$ cat src/rtl/alu_operand_stage_pkg.sv
// Shared CPU encodings: operand-select codes and ALU operation codes used by
// the decode, operand and execute stages.
package cpu;

    localparam int OP_SEL_WIDTH  = 2;
    localparam int ALU_SEL_WIDTH = 4;

    // Operand A source select
    localparam logic [OP_SEL_WIDTH-1:0] OP_A_RS1  = 2'd0;
    localparam logic [OP_SEL_WIDTH-1:0] OP_A_PC   = 2'd1;
    localparam logic [OP_SEL_WIDTH-1:0] OP_A_ZERO = 2'd2;

    // Operand B source select
    localparam logic [OP_SEL_WIDTH-1:0] OP_B_RS2  = 2'd0;
    localparam logic [OP_SEL_WIDTH-1:0] OP_B_IMM  = 2'd1;
    localparam logic [OP_SEL_WIDTH-1:0] OP_B_FOUR = 2'd2;

    // ALU operation codes
    localparam logic [ALU_SEL_WIDTH-1:0] ALU_OP_ADD     = 4'd0;
    localparam logic [ALU_SEL_WIDTH-1:0] ALU_OP_SUB     = 4'd1;
    localparam logic [ALU_SEL_WIDTH-1:0] ALU_OP_SLL     = 4'd2;
    localparam logic [ALU_SEL_WIDTH-1:0] ALU_OP_SLT     = 4'd3;
    localparam logic [ALU_SEL_WIDTH-1:0] ALU_OP_SLTU    = 4'd4;
    localparam logic [ALU_SEL_WIDTH-1:0] ALU_OP_XOR     = 4'd5;
    localparam logic [ALU_SEL_WIDTH-1:0] ALU_OP_SRL     = 4'd6;
    localparam logic [ALU_SEL_WIDTH-1:0] ALU_OP_SRA     = 4'd7;
    localparam logic [ALU_SEL_WIDTH-1:0] ALU_OP_OR      = 4'd8;
    localparam logic [ALU_SEL_WIDTH-1:0] ALU_OP_AND     = 4'd9;
    localparam logic [ALU_SEL_WIDTH-1:0] ALU_OP_PASS_B  = 4'd10;
    localparam logic [ALU_SEL_WIDTH-1:0] ALU_OP_UNKNOWN = 4'd15;

endpackage

$ cat src/rtl/alu_operand_stage_operand_forward_mux.sv
// Resolves one source register value: x0 reads as zero, otherwise the youngest
// in-flight producer (EX/MEM, then MEM/WB) wins over the register file.
module operand_forward_mux #(
    parameter int XLEN           = 32,
    parameter int REG_ADDR_WIDTH = 5
) (
    input  logic [REG_ADDR_WIDTH-1:0] i_Addr,
    input  logic [XLEN-1:0]           i_Rf_Data,
    input  logic                      i_Ex_Valid,
    input  logic [REG_ADDR_WIDTH-1:0] i_Ex_Rd,
    input  logic [XLEN-1:0]           i_Ex_Data,
    input  logic                      i_Wb_Valid,
    input  logic [REG_ADDR_WIDTH-1:0] i_Wb_Rd,
    input  logic [XLEN-1:0]           i_Wb_Data,
    output logic [XLEN-1:0]           o_Data
);

    logic ex_hit;
    logic wb_hit;

    assign ex_hit = i_Ex_Valid && (i_Ex_Rd == i_Addr);
    assign wb_hit = i_Wb_Valid && (i_Wb_Rd == i_Addr);

    always_comb begin
        if (i_Addr == '0) begin
            o_Data = '0;
        end else if (ex_hit) begin
            o_Data = i_Ex_Data;
        end else if (wb_hit) begin
            o_Data = i_Wb_Data;
        end else begin
            o_Data = i_Rf_Data;
        end
    end

endmodule

$ cat src/rtl/alu_operand_stage.sv
// ID/EX stage: forwards source operands, registers ALU inputs with a
// valid/ready handshake, and keeps held operands fresh by snooping writeback.
module alu_operand_stage
    import cpu::*;
#(
    parameter int XLEN           = 32,
    parameter int REG_ADDR_WIDTH = 5
) (
    input  logic                      i_Clock,
    input  logic                      i_Reset_N,
    input  logic                      i_Flush,

    input  logic                      i_Valid,
    output logic                      o_Ready,
    input  logic [XLEN-1:0]           i_Pc,
    input  logic [REG_ADDR_WIDTH-1:0] i_Rs1_Addr,
    input  logic [REG_ADDR_WIDTH-1:0] i_Rs2_Addr,
    input  logic [XLEN-1:0]           i_Rs1_Data,
    input  logic [XLEN-1:0]           i_Rs2_Data,
    input  logic [XLEN-1:0]           i_Immediate,
    input  logic [1:0]                i_Op_A_Sel,
    input  logic [1:0]                i_Op_B_Sel,
    input  logic [3:0]                i_Alu_Select,
    input  logic [REG_ADDR_WIDTH-1:0] i_Rd_Addr,
    input  logic                      i_Reg_Write,

    input  logic                      i_Fwd_Ex_Valid,
    input  logic [REG_ADDR_WIDTH-1:0] i_Fwd_Ex_Rd,
    input  logic [XLEN-1:0]           i_Fwd_Ex_Data,
    input  logic                      i_Fwd_Wb_Valid,
    input  logic [REG_ADDR_WIDTH-1:0] i_Fwd_Wb_Rd,
    input  logic [XLEN-1:0]           i_Fwd_Wb_Data,

    output logic                      o_Valid,
    input  logic                      i_Ready,
    output logic [XLEN-1:0]           o_Input_A,
    output logic [XLEN-1:0]           o_Input_B,
    output logic [3:0]                o_Alu_Select,
    output logic [XLEN-1:0]           o_Store_Data,
    output logic [XLEN-1:0]           o_Pc,
    output logic [REG_ADDR_WIDTH-1:0] o_Rd_Addr,
    output logic                      o_Reg_Write
);

    logic                      valid_q,      valid_d;
    logic [XLEN-1:0]           input_a_q,    input_a_d;
    logic [XLEN-1:0]           input_b_q,    input_b_d;
    logic [XLEN-1:0]           store_data_q, store_data_d;
    logic [XLEN-1:0]           pc_q,         pc_d;
    logic [REG_ADDR_WIDTH-1:0] rd_addr_q,    rd_addr_d;
    logic                      reg_write_q,  reg_write_d;
    logic [3:0]                alu_sel_q,    alu_sel_d;
    logic [REG_ADDR_WIDTH-1:0] rs1_addr_q,   rs1_addr_d;
    logic [REG_ADDR_WIDTH-1:0] rs2_addr_q,   rs2_addr_d;
    logic [1:0]                op_a_sel_q,   op_a_sel_d;
    logic [1:0]                op_b_sel_q,   op_b_sel_d;

    logic [XLEN-1:0] rs1_value;
    logic [XLEN-1:0] rs2_value;
    logic            capture;
    logic            stall;
    logic            snoop_rs1;
    logic            snoop_rs2;

    function automatic logic [XLEN-1:0] select_a(
        input logic [1:0]      sel,
        input logic [XLEN-1:0] rs1,
        input logic [XLEN-1:0] pc
    );
        case (sel)
            OP_A_RS1: return rs1;
            OP_A_PC:  return pc;
            default:  return '0;
        endcase
    endfunction

    function automatic logic [XLEN-1:0] select_b(
        input logic [1:0]      sel,
        input logic [XLEN-1:0] rs2,
        input logic [XLEN-1:0] imm
    );
        case (sel)
            OP_B_RS2:  return rs2;
            OP_B_IMM:  return imm;
            OP_B_FOUR: return XLEN'(4);
            default:   return '0;
        endcase
    endfunction

    operand_forward_mux #(
        .XLEN           (XLEN),
        .REG_ADDR_WIDTH (REG_ADDR_WIDTH)
    ) u_rs1_fwd (
        .i_Addr     (i_Rs1_Addr),
        .i_Rf_Data  (i_Rs1_Data),
        .i_Ex_Valid (i_Fwd_Ex_Valid),
        .i_Ex_Rd    (i_Fwd_Ex_Rd),
        .i_Ex_Data  (i_Fwd_Ex_Data),
        .i_Wb_Valid (i_Fwd_Wb_Valid),
        .i_Wb_Rd    (i_Fwd_Wb_Rd),
        .i_Wb_Data  (i_Fwd_Wb_Data),
        .o_Data     (rs1_value)
    );

    operand_forward_mux #(
        .XLEN           (XLEN),
        .REG_ADDR_WIDTH (REG_ADDR_WIDTH)
    ) u_rs2_fwd (
        .i_Addr     (i_Rs2_Addr),
        .i_Rf_Data  (i_Rs2_Data),
        .i_Ex_Valid (i_Fwd_Ex_Valid),
        .i_Ex_Rd    (i_Fwd_Ex_Rd),
        .i_Ex_Data  (i_Fwd_Ex_Data),
        .i_Wb_Valid (i_Fwd_Wb_Valid),
        .i_Wb_Rd    (i_Fwd_Wb_Rd),
        .i_Wb_Data  (i_Fwd_Wb_Data),
        .o_Data     (rs2_value)
    );

    assign o_Ready = !valid_q || i_Ready;
    assign capture = i_Valid && o_Ready && !i_Flush;
    assign stall   = valid_q && !i_Ready;

    // Only WB can update a held operand: an EX result seen during a stall
    // will itself pass through WB before this instruction executes.
    assign snoop_rs1 = stall && i_Fwd_Wb_Valid && (rs1_addr_q != '0)
                     && (i_Fwd_Wb_Rd == rs1_addr_q);
    assign snoop_rs2 = stall && i_Fwd_Wb_Valid && (rs2_addr_q != '0)
                     && (i_Fwd_Wb_Rd == rs2_addr_q);

    always_comb begin
        // NOTE: every next-state signal defaults to its held value first, so no
        // path through this block can leave one unassigned and infer a latch.
        valid_d      = valid_q;
        input_a_d    = input_a_q;
        input_b_d    = input_b_q;
        store_data_d = store_data_q;
        pc_d         = pc_q;
        rd_addr_d    = rd_addr_q;
        reg_write_d  = reg_write_q;
        alu_sel_d    = alu_sel_q;
        rs1_addr_d   = rs1_addr_q;
        rs2_addr_d   = rs2_addr_q;
        op_a_sel_d   = op_a_sel_q;
        op_b_sel_d   = op_b_sel_q;

        if (i_Flush) begin
            valid_d = 1'b0;
        end else if (o_Ready) begin
            valid_d = i_Valid;
        end

        if (capture) begin
            input_a_d    = select_a(i_Op_A_Sel, rs1_value, i_Pc);
            input_b_d    = select_b(i_Op_B_Sel, rs2_value, i_Immediate);
            store_data_d = rs2_value;
            pc_d         = i_Pc;
            rd_addr_d    = i_Rd_Addr;
            reg_write_d  = i_Reg_Write;
            alu_sel_d    = i_Alu_Select;
            rs1_addr_d   = i_Rs1_Addr;
            rs2_addr_d   = i_Rs2_Addr;
            op_a_sel_d   = i_Op_A_Sel;
            op_b_sel_d   = i_Op_B_Sel;
        end else begin
            if (snoop_rs1 && (op_a_sel_q == OP_A_RS1)) begin
                input_a_d = i_Fwd_Wb_Data;
            end
            if (snoop_rs2) begin
                store_data_d = i_Fwd_Wb_Data;
                if (op_b_sel_q == OP_B_RS2) begin
                    input_b_d = i_Fwd_Wb_Data;
                end
            end
        end
    end

    // NOTE: sequential state uses non-blocking assignments so every register
    // samples the pre-edge values regardless of statement order.
    always_ff @(posedge i_Clock) begin
        if (!i_Reset_N) begin
            valid_q      <= 1'b0;
            input_a_q    <= '0;
            input_b_q    <= '0;
            store_data_q <= '0;
            pc_q         <= '0;
            rd_addr_q    <= '0;
            reg_write_q  <= 1'b0;
            alu_sel_q    <= ALU_OP_UNKNOWN;
            rs1_addr_q   <= '0;
            rs2_addr_q   <= '0;
            op_a_sel_q   <= '0;
            op_b_sel_q   <= '0;
        end else begin
            valid_q      <= valid_d;
            input_a_q    <= input_a_d;
            input_b_q    <= input_b_d;
            store_data_q <= store_data_d;
            pc_q         <= pc_d;
            rd_addr_q    <= rd_addr_d;
            reg_write_q  <= reg_write_d;
            alu_sel_q    <= alu_sel_d;
            rs1_addr_q   <= rs1_addr_d;
            rs2_addr_q   <= rs2_addr_d;
            op_a_sel_q   <= op_a_sel_d;
            op_b_sel_q   <= op_b_sel_d;
        end
    end

    assign o_Valid      = valid_q;
    assign o_Input_A    = input_a_q;
    assign o_Input_B    = input_b_q;
    assign o_Store_Data = store_data_q;
    assign o_Pc         = pc_q;
    assign o_Rd_Addr    = rd_addr_q;
    assign o_Reg_Write  = reg_write_q;
    assign o_Alu_Select = alu_sel_q;

endmodule

$ cat config.mk
export PLATFORM = sky130hd
export DESIGN_NAME = alu_operand_stage
export DESIGN_NICKNAME = d
export VERILOG_FILES = /design/src/rtl/alu_operand_stage_pkg.sv /design/src/rtl/alu_operand_stage_operand_forward_mux.sv /design/src/rtl/alu_operand_stage.sv
export SDC_FILE = /design/constraint.sdc
export NUM_CORES = 1
export LEC_CHECK = 0
export CORE_MARGIN = 10
export CORE_UTILIZATION = 30
export CTS_BUF_LIST = sky130_fd_sc_hd__clkbuf_8
export DETAILED_ROUTE_END_ITERATION = 8
export PLACE_DENSITY_LB_ADDON = 0.25
export SKIP_CTS_REPAIR_TIMING = 1
export SLEW_MARGIN = 20
export SYNTH_ARGS = -nofsm -noshare
export SYNTH_HDL_FRONTEND = slang
export SYNTH_SLANG_ARGS = --single-unit
export TNS_END_PERCENT = 1
$ cat constraint.sdc
create_clock -name i_Clock -period 2.67 [get_ports i_Clock]
set_input_delay 0.534 -clock i_Clock [delete_from_list [all_inputs] [get_ports i_Clock]]
set_output_delay 0.534 -clock i_Clock [all_outputs]
set_load 0.05 [all_outputs]
==> qor.yml <==
global_routing:
  grt.busiest_layer: "met2"
  grt_overflow: 0
  grt_use_total_pct: 22.84
  grtUsageMet2_pct: 37.72
  grt_pass1_wl_mm: 63.60
  grt_pass1_vias: 10160
  gr-usage-met1_pct: 27.31
  grt_antenna_before_repair: 2
  grt_use_met3_pct: 6.683
  grt_max_degree: 122
floorplan:
  dieArea_um2: 36080
  dieWidth_um: 190.0
  die_y_um: 190.0
  num_rows: 62
  start_util_pct: 30.27
  core_um2: 28630
  io_pins: 373
clock_network:
  cts_tree: "done"
  clock-sinks: 153
  root_buffer: "clkbuf_8"
  cts_buffers: 17
  clkSlewWorstSetupHoldPaths_ns: 0.10
  insertion_delay_ns: 0.47
  ctsHtreeMaxLevel: 4
  cts_buffer_depth: 2
detailed_routing:
  wl_mm: 43.73
  ant_nets: 0
  viasPerCell: 5.440
  drc: 0
  wl_per_cell_um: 23.39
  vias: 10170
  dr.pass1.iters: 5
  drt_iter0_markers: 874
timing:
  relSlewSlack_pct: 21.85
  finalHoldViolCount: 0
  finalCritPeriodShare_pct: 93.13
  rsz0062_at_grt: "no"
  clock_skew_ns: 0.02465
  final-setup-viol-count: 0
  report.final.slew_viol_count: 0
  fmax_mhz: 402.2
  min_period_ns: 2.486
  worst_pin_slew_ns: 1.172
placement:
  place_hpwl_mm: 31.12
  io_buffers: 372
  routabilityCongestion: 0.8449
  place_area_um2: 13310
logic_synthesis:
  ys_warn_count: 0
  synth-edff-count: 0
  yosys-top-cells-area: "dfxtp_1 35%, nand2_1 9.1%, mux2i_1 4.7%"
  synth_top_cells_by_count: "210 x nand2_1, 153 x dfxtp_1, 97 x nor2_1"
  synth_cell_types: 44
  yosysMostFrequentCell: "nand2_1"
  syn_nets: 1337
  ys_seq_area_share_pct: 35.35
  ys.flop_type: "dfxtp_1"
  ys_async_sr_fraction_pct: 0
  synth_seq_cells: 153
  synth_top_area_share_pct: 35.35
  yosysTopAreaCell: "dfxtp_1"
  syn_avg_cell_area_um2: 7.849
  synth_area_um2: 8666
  syn_inst: 1104
pwr:
  power_w: 0.006283
  ir_drop_uv: 218.8
  leakage_nw: 5.010
  powerDensity_nw_per_um2: 456.1
critical_path:
  cp_max_fo: 13
  crit_required_ns: 3.05
  crit_path_end_kind: "register"
  arrival_ns: 2.86
  cp-start-kind: "primary input"
  crit_type: "in -> reg"
final_layout:
  area_growth_pct: 58.95
  postLayoutCellArea_um2: 13770
  fillers: 2760
  ff_latch_area_um2: 3063
  layout-drive-gt1-share_pct: 10.38
  multi_input_area_um2: 5239
  final_nets: 1704
run:
  cap_violations: 0
outcome:
  run_status: "complete, no violations"
min_path:
  hp-class: "reg -> reg"
registers in the layout, summed over array words and instances (netlist names):
register and cells:
o_Rd_Addr 5, o_Pc 32, op_a_sel_q 2, rs1_addr_q 5
o_Store_Data 32, op_b_sel_q 2, rs2_addr_q 5, o_Alu_Select 4
o_Valid 1, o_Input_A 32, o_Input_B 32, o_Reg_Write 1
through the flow:
step	hold WS, ns	setup WS (ns)	utilization [%]	instances	setup TNS [ns]
final	0.4669	0.1835	48.12	1870	0
after global routing	0.4861	0.07134	48.11	1869	0
after CTS	0.4711	0.1349	47.91	1865	0
after detailed placement	0.4562	-0.3669	46.49	1833	-18.97
after global placement	0.4496	-0.3204	46.49	1833	-16.01
after floorplan	0.4434	0.3700	-	1104	0
cell families (layout without fill, tap and decap cells):
group                  Yosys count  after routing  share of synthesized area, %
AO/OA/AOI/OAI                  375            375                         30.23
XOR/XNOR                        29             29                         2.931
buffers and inverters          105            484                         5.126
flip-flops                     153            153                         35.35
multiplexers                    66             66                         7.984
other                            0              2                             0
AND/OR/NAND/NOR                376            377                         18.38
report_power, final:
group / switching (W) / internal [W] / total (W)
combinational: 0.00108 / 0.000810 / 0.00189
clock: 0.00107 / 0.000843 / 0.00191
sequential: 0.0000741 / 0.00241 / 0.00249
critical path: stages:
cell             delay, ns
clkdlybuf4s50_1       0.53
xor2_1                0.22
nor4_4                0.46
and3_2                0.33
buf_12                0.16
nand2_1               0.08
a311o_1               0.36
a31oi_1               0.18
cells in the final DEF (no fill, tap or decap), types with 35 or more instances in the layout:
master / instances
a221oi_1: 35
a22oi_1: 37
dfxtp_1: 153
mux2i_1: 41
a31oi_1: 59
buf_4: 57
nand2_1: 209
nor2_1: 97
clkdlybuf4s50_1: 370
a21boi_0: 53
o21ai_0: 65
area by class of cell:
type,count,area share (%)
timing repair buffer,449,33.19
multi-input combinational,847,38.03
antenna,2,0.03633
clock buffer,20,1.998
sequential,153,22.24
tap,384,3.488
inverter,3,0.08175
clock inverter,12,0.9356
per-layer routing:
layer  vias up  wire (um)
met2       490      20820
met5         -          0
met1      4858      17690
met4         0       1276
met3        66       3949
li1       4758          -
final timing paths:
| check | start | end | slack, ns | cells past startpoint |
|---|---|---|---|---|
| worst max-delay path | i_Fwd_Wb_Rd[4] | o_Input_B[20] | 0.18 | 8 |
| worst min-delay path | o_Pc[26] | o_Pc[26] | 0.47 | 2 |
| worst max register to register | o_Valid | o_Input_A[16] | 0.60 | 6 |
| worst min register to register | o_Pc[26] | o_Pc[26] | 0.47 | 2 |
Power figures use the tool's default switching activity.
